<file path="src/rtl/priority_encoder_rr.sv">
// priority_encoder_rr: registered N-input priority encoder with optional
// round-robin rotation and a valid/ready result stage.
module priority_encoder_rr #(
  parameter int N = 8,
  parameter int W = $clog2(N)
) (
  input  logic         clk,
  input  logic         rst_n,
  input  logic [N-1:0] a,
  input  logic         en,
  input  logic         mode,
  output logic [W-1:0] y,
  output logic         valid,
  output logic         out_valid,
  input  logic         out_ready
);

  localparam logic [W-1:0] LAST = W'(N - 1);

  logic [W-1:0] r_y;
  logic [W-1:0] r_ptr;
  logic         r_valid;
  logic         r_ov;
  logic         r_mode;

  logic         w_hs;
  logic         w_take;
  logic         w_upd;
  logic [W-1:0] w_ptr_nxt;
  logic [W-1:0] w_ptr;
  logic [W-1:0] w_fix;
  logic [W-1:0] w_rr;
  logic [W-1:0] w_enc;
  logic         w_found;

  assign w_hs   = r_ov && out_ready;
  assign w_take = en && (!r_ov || out_ready);

  // Only a delivered round-robin grant that found a request rotates.
  assign w_upd     = w_hs && r_valid && r_mode;
  assign w_ptr_nxt = (r_y == '0) ? LAST : r_y - 1'b1;
  assign w_ptr     = w_upd ? w_ptr_nxt : r_ptr;

  always_comb begin
    w_fix = '0;
    for (int i = 0; i < N; i++) begin
      if (a[i]) w_fix = W'(i);
    end
  end

  // Walk downward from the pointer, wrapping below 0 to N-1.
  always_comb begin
    logic [W:0] t;
    t       = '0;
    w_rr    = '0;
    w_found = 1'b0;
    for (int k = 0; k < N; k++) begin
      t = {1'b0, w_ptr} + (W+1)'(N) - (W+1)'(k);
      if (t >= (W+1)'(N)) t = t - (W+1)'(N);
      if (!w_found && a[t[W-1:0]]) begin
        w_found = 1'b1;
        w_rr    = t[W-1:0];
      end
    end
  end

  assign w_enc = mode ? w_rr : w_fix;

  always_ff @(posedge clk) begin
    if (!rst_n) begin
      r_y     <= '0;
      r_valid <= 1'b0;
      r_ov    <= 1'b0;
      r_ptr   <= LAST;
      r_mode  <= 1'b0;
    end else begin
      if (w_upd) r_ptr <= w_ptr_nxt;
      if (w_take) begin
        r_y     <= w_enc;
        r_valid <= |a;
        r_ov    <= 1'b1;
        r_mode  <= mode;
      end else if (w_hs) begin
        r_ov <= 1'b0;
      end
    end
  end

  assign y         = r_y;
  assign valid     = r_valid;
  assign out_valid = r_ov;

endmodule

</file>
<file path="config.mk">
export PLATFORM = sky130hd
export DESIGN_NAME = priority_encoder_rr
export DESIGN_NICKNAME = d
export VERILOG_FILES = /design/src/rtl/priority_encoder_rr.sv
export SDC_FILE = /design/constraint.sdc
export NUM_CORES = 1
export LEC_CHECK = 0
export CELL_PAD_IN_SITES_DETAIL_PLACEMENT = 1
export CELL_PAD_IN_SITES_GLOBAL_PLACEMENT = 1
export CORE_MARGIN = 3
export CORE_UTILIZATION = 41
export CTS_CLUSTER_SIZE = 30
export DETAILED_ROUTE_END_ITERATION = 10
export GPL_TIMING_DRIVEN = 0
export MAX_ROUTING_LAYER = met4
export PLACE_DENSITY = 0.87
export SYNTH_ARGS = -nofsm -noshare
export SYNTH_HDL_FRONTEND = slang
export SYNTH_SLANG_ARGS = --single-unit
export TNS_END_PERCENT = 100
</file>
<file path="constraint.sdc">
create_clock -name clk -period 4.9 [get_ports clk]
set_clock_uncertainty 0.1 [all_clocks]
set_input_delay 0.49 -clock clk [delete_from_list [all_inputs] [get_ports clk]]
set_output_delay 0.49 -clock clk [all_outputs]
set_load 0.01 [all_outputs]
</file>
==> metrics.txt <==
# TYPE chip_impl_metric gauge
chip_impl_info{name="outcome",value="finished clean"} 1
chip_impl_metric{name="cts_hold_buf",unit=""} 0
chip_impl_info{name="reg2reg_from",value="y[0]$_SDFFE_PN0P_"} 1
chip_impl_metric{name="layout.filler_cells",unit=""} 402
chip_impl_metric{name="r2r_cells",unit=""} 13
chip_impl_metric{name="drv_slew",unit=""} 0
chip_impl_info{name="synth.area.top_cells",value="sky130_fd_sc_hd__dfxtp_1 13%, sky130_fd_sc_hd__mux2i_1 13%, sky130_fd_sc_hd__mux2_2 7.4%"} 1
chip_impl_info{name="endpoint_kind",value="register"} 1
chip_impl_metric{name="grt_overflow_total",unit=""} 0
chip_impl_metric{name="max-slew-margin-rel",unit="%"} 53.2
chip_impl_metric{name="seq_area",unit="µm²"} 180
chip_impl_metric{name="die_width",unit="µm"} 63.7
chip_impl_metric{name="power.density_cell_area",unit="nW/µm²"} 147
chip_impl_metric{name="grt.total_usage",unit="%"} 22.2
chip_impl_metric{name="clock_tree.buffer_depth",unit=""} 2
chip_impl_metric{name="multi_input_gate_area",unit="µm²"} 1120
chip_impl_metric{name="cts-htree-levels",unit=""} 1
chip_impl_metric{name="r2r_slack",unit="ns"} 0.88
chip_impl_metric{name="post_dp_cell_area",unit="µm²"} 1590
chip_impl_metric{name="grt_first_pass_wirelength",unit="µm"} 7020
chip_impl_metric{name="tns",unit="ns"} 0
chip_impl_metric{name="postSynth.asyncResetShare",unit="%"} 0
chip_impl_info{name="synth_top_cell_by_area",value="sky130_fd_sc_hd__dfxtp_1"} 1
chip_impl_metric{name="detail_route.first_pass.iterations",unit=""} 4
chip_impl_info{name="synth_ff_type",value="sky130_fd_sc_hd__dfxtp_1"} 1
chip_impl_metric{name="synth_fp_nets",unit=""} 181
chip_impl_metric{name="detailroute.via_count",unit=""} 1402
chip_impl_metric{name="total_leakage_power",unit="nW"} 0.660
chip_impl_metric{name="violation_count_after_the_first_detailed_routing_iteration",unit=""} 54
chip_impl_metric{name="worst-endpoint-required",unit="ns"} 4.94
chip_impl_info{name="clockRootBuffer",value="sky130_fd_sc_hd__clkbuf_4"} 1
chip_impl_metric{name="synth-seq-area-share",unit="%"} 13.2
chip_impl_metric{name="start_util",unit="%"} 44.0
chip_impl_metric{name="cts_resized",unit=""} 0
chip_impl_metric{name="grt_antenna_before_repair",unit=""} 0
chip_impl_metric{name="finalWirelength",unit="µm"} 4130
chip_impl_metric{name="final.period_utilization",unit="%"} 86.0
chip_impl_metric{name="clk-insertion-delay-late",unit="ns"} 0.27
chip_impl_info{name="setup.worst_path.start_class",value="input port"} 1
chip_impl_metric{name="achievable-frequency",unit="MHz"} 237
chip_impl_metric{name="via_count_of_the_first_global_routing_pass",unit=""} 1470
chip_impl_info{name="crit_path_start",value="out_ready"} 1
chip_impl_metric{name="min_period",unit="ns"} 4.21
chip_impl_metric{name="ioPinCount",unit=""} 18
chip_impl_metric{name="synthesis.instances",unit=""} 164
chip_impl_metric{name="count_of_standard_cell_rows",unit=""} 20
chip_impl_metric{name="pin_count_of_the_biggest_net_entering_global_routing",unit=""} 11
chip_impl_info{name="hold_end",value="y[0]$_SDFFE_PN0P_"} 1
chip_impl_metric{name="synth.distinct_cells",unit=""} 53
chip_impl_info{name="grt_setup_unrepaired",value="no"} 1
chip_impl_metric{name="antenna_left",unit=""} 0
chip_impl_metric{name="synthesis.area",unit="µm²"} 1360
chip_impl_metric{name="hold_viol",unit=""} 0
chip_impl_metric{name="hold_path_depth",unit=""} 2
chip_impl_metric{name="yosysTopAreaCellShare",unit="%"} 13.2
chip_impl_metric{name="yosysWarnings",unit=""} 0
chip_impl_metric{name="final_cell_area",unit="µm²"} 1620
chip_impl_metric{name="numClockSinks",unit=""} 9
chip_impl_metric{name="layout-drive-gt1-share",unit="%"} 15.7
chip_impl_metric{name="routabilityCongestion",unit=""} 0.879
chip_impl_metric{name="clk_pin_slew",unit="ns"} 0.06
chip_impl_info{name="holdCritPathClass",value="register to register"} 1
chip_impl_metric{name="finish.net_count",unit=""} 203
chip_impl_metric{name="max_cap_viol_count",unit=""} 0
chip_impl_metric{name="synth_enable_flop_cells",unit=""} 0
chip_impl_metric{name="insertedDiodeCount",unit=""} 0
chip_impl_metric{name="cts_buffers",unit=""} 3
chip_impl_metric{name="die_area",unit="µm²"} 4050
chip_impl_metric{name="io_buffers",unit=""} 17
chip_impl_metric{name="die_h",unit="µm"} 63.7
chip_impl_info{name="cts_tree",value="yes"} 1
chip_impl_metric{name="syn_avg_cell_area",unit="µm²"} 8.32
chip_impl_metric{name="route.detailed.wl_per_inst",unit="µm"} 18.0
chip_impl_metric{name="route.detailed.vias_per_inst",unit=""} 6.12
chip_impl_info{name="hold_path.startpoint",value="y[0]$_SDFFE_PN0P_"} 1
chip_impl_metric{name="hpwl",unit="µm"} 3440
chip_impl_metric{name="crit_arrival",unit="ns"} 4.25
chip_impl_metric{name="peakVddDrop",unit="mV"} 0.0737
chip_impl_info{name="regToRegEndpoint",value="y[0]$_SDFFE_PN0P_"} 1
chip_impl_metric{name="drc_errors",unit=""} 0
chip_impl_info{name="criticalPathCategory",value="input port to register"} 1
chip_impl_metric{name="finalSetupViolations",unit=""} 0
chip_impl_metric{name="cts.repair_timing.setup_buffer_count",unit=""} 0
chip_impl_metric{name="worstPathMaxFanout",unit=""} 9
chip_impl_metric{name="max_slew.worst_pin.slew",unit="ns"} 0.683
chip_impl_metric{name="flops_latches_synth",unit=""} 9
chip_impl_metric{name="area_growth_from_synthesis_to_layout",unit="%"} 18.4
chip_impl_metric{name="fp.coreArea",unit="µm²"} 3100
flip-flops by register name (all words and copies together) (netlist names):
register / count
r_mode: 1
valid: 1
r_ptr: 3
out_valid: 1
y: 3
layout make-up:
class	count	share of cell area (%)
well taps	44	3.41
clock buffers	4	1.63
multi-input cells	141	69.2
plain buffers	2	0.930
flip-flops and latches	9	11.2
inverters	12	3.10
repair buffers	17	10.5
kinds of logic (layout without fill, tap and decap cells):
group / after synthesis / after routing / share of synthesized area (%)
XOR/XNOR: 4 / 4 / 3.95
AND/OR/NAND/NOR: 58 / 58 / 23.0
multiplexers: 32 / 32 / 27.8
AO/OA/AOI/OAI: 43 / 43 / 23.6
flip-flops: 9 / 9 / 13.2
adder cells (fa/ha/maj): 4 / 4 / 3.67
buffers and inverters: 14 / 35 / 4.77
cell usage in the layout (no fill, tap or decap), types with 2 or more instances in the layout:
master / Yosys / final
sky130_fd_sc_hd__xnor2_1: 2 / 2
sky130_fd_sc_hd__nor2_1: 15 / 15
sky130_fd_sc_hd__nand2b_1: 2 / 2
sky130_fd_sc_hd__mux2_2: 9 / 9
sky130_fd_sc_hd__o31ai_1: 2 / 2
sky130_fd_sc_hd__a22oi_1: 2 / 2
sky130_fd_sc_hd__nand2_1: 19 / 19
sky130_fd_sc_hd__o211ai_1: 3 / 3
sky130_fd_sc_hd__o22ai_1: 2 / 2
sky130_fd_sc_hd__inv_1: 10 / 10
sky130_fd_sc_hd__nor4_1: 2 / 2
sky130_fd_sc_hd__a311oi_1: 4 / 4
sky130_fd_sc_hd__mux2_4: 2 / 2
sky130_fd_sc_hd__nand3_1: 4 / 4
sky130_fd_sc_hd__a21oi_1: 9 / 9
sky130_fd_sc_hd__dfxtp_1: 9 / 9
sky130_fd_sc_hd__clkdlybuf4s50_1: 0 / 17
sky130_fd_sc_hd__a221oi_1: 2 / 2
sky130_fd_sc_hd__ha_1: 4 / 4
sky130_fd_sc_hd__o21ai_0: 5 / 5
sky130_fd_sc_hd__mux2i_1: 18 / 18
sky130_fd_sc_hd__clkbuf_4: 0 / 3
sky130_fd_sc_hd__a21o_1: 2 / 2
sky130_fd_sc_hd__clkbuf_1: 1 / 2
sky130_fd_sc_hd__nor3_1: 5 / 5
sky130_fd_sc_hd__mux2i_4: 2 / 2
stage by stage:
stage / std cells / utilization, % / setup WS [ns] / hold WS [ns] / power (mW)
floorplan: 164 / - / 1.32 / 0.383 / 0.140
global placement: 225 / 51.2 / 0.625 / 0.405 / 0.172
detailed placement: 225 / 51.2 / 0.474 / 0.454 / 0.178
CTS: 229 / 52.1 / 0.745 / 0.462 / 0.239
global route: 229 / 52.1 / 0.510 / 0.479 / 0.252
finish: 229 / 52.1 / 0.687 / 0.460 / 0.237
worst max-delay path by stage:
stage	slack, ns	cells past startpoint	to
2_1_floorplan	1.32	15	y[0]$_SDFFE_PN0P_
3_3_place_gp	0.63	11	y[0]$_SDFFE_PN0P_
3_5_place_dp	0.47	11	y[0]$_SDFFE_PN0P_
4_1_cts	0.75	11	y[0]$_SDFFE_PN0P_
5_1_grt	0.51	11	y[0]$_SDFFE_PN0P_
6_report	0.69	11	y[0]$_SDFFE_PN0P_
Yosys cell counts (2+ instances only):
library cell / count
sky130_fd_sc_hd__o21ai_0: 5
sky130_fd_sc_hd__xnor2_1: 2
sky130_fd_sc_hd__nor3_1: 5
sky130_fd_sc_hd__nor4_1: 2
sky130_fd_sc_hd__mux2i_1: 18
sky130_fd_sc_hd__a221oi_1: 2
sky130_fd_sc_hd__o211ai_1: 3
sky130_fd_sc_hd__nand2b_1: 2
sky130_fd_sc_hd__ha_1: 4
sky130_fd_sc_hd__dfxtp_1: 9
sky130_fd_sc_hd__nand2_1: 19
sky130_fd_sc_hd__a311oi_1: 4
sky130_fd_sc_hd__mux2_2: 9
sky130_fd_sc_hd__mux2_4: 2
sky130_fd_sc_hd__a21o_1: 2
sky130_fd_sc_hd__a21oi_1: 9
sky130_fd_sc_hd__mux2i_4: 2
sky130_fd_sc_hd__inv_1: 10
sky130_fd_sc_hd__nor2_1: 15
sky130_fd_sc_hd__nand3_1: 4
sky130_fd_sc_hd__a22oi_1: 2
sky130_fd_sc_hd__o22ai_1: 2
sky130_fd_sc_hd__o31ai_1: 2
where the power goes:
| part | switching, mW | leakage (nW) | total (mW) | internal [mW] |
|---|---|---|---|---|
| logic | 0.0512 | 0.571 | 0.0951 | 0.0439 |
| registers | 0.00462 | 0.0741 | 0.0818 | 0.0771 |
| clock network | 0.0288 | 0.0150 | 0.0603 | 0.0315 |
layer usage:
| metal | share of wire [%] | track usage, % | vias up | routed length [µm] |
|---|---|---|---|---|
| li1 | - | - | 669 | - |
| met1 | 42 | 25.5 | 692 | 1740 |
| met2 | 52 | 39.5 | 31 | 2130 |
| met3 | 3.1 | 1.43 | 10 | 128 |
| met4 | 2.9 | 9.70 | 0 | 119 |
| met5 | 0 | - | - | 0 |
critical path, cell delays in order:
cell,delay [ns]
sky130_fd_sc_hd__clkdlybuf4s50_1,0.54
sky130_fd_sc_hd__nand4_4,0.19
sky130_fd_sc_hd__mux2_2,0.30
sky130_fd_sc_hd__clkinv_1,0.29
sky130_fd_sc_hd__ha_1,0.36
sky130_fd_sc_hd__xnor2_1,0.49
sky130_fd_sc_hd__mux2i_1,0.61
sky130_fd_sc_hd__nand3b_4,0.15
sky130_fd_sc_hd__a21o_1,0.21
sky130_fd_sc_hd__a2111oi_1,0.51
sky130_fd_sc_hd__a2111oi_2,0.09
Power figures use the tool's default switching activity.
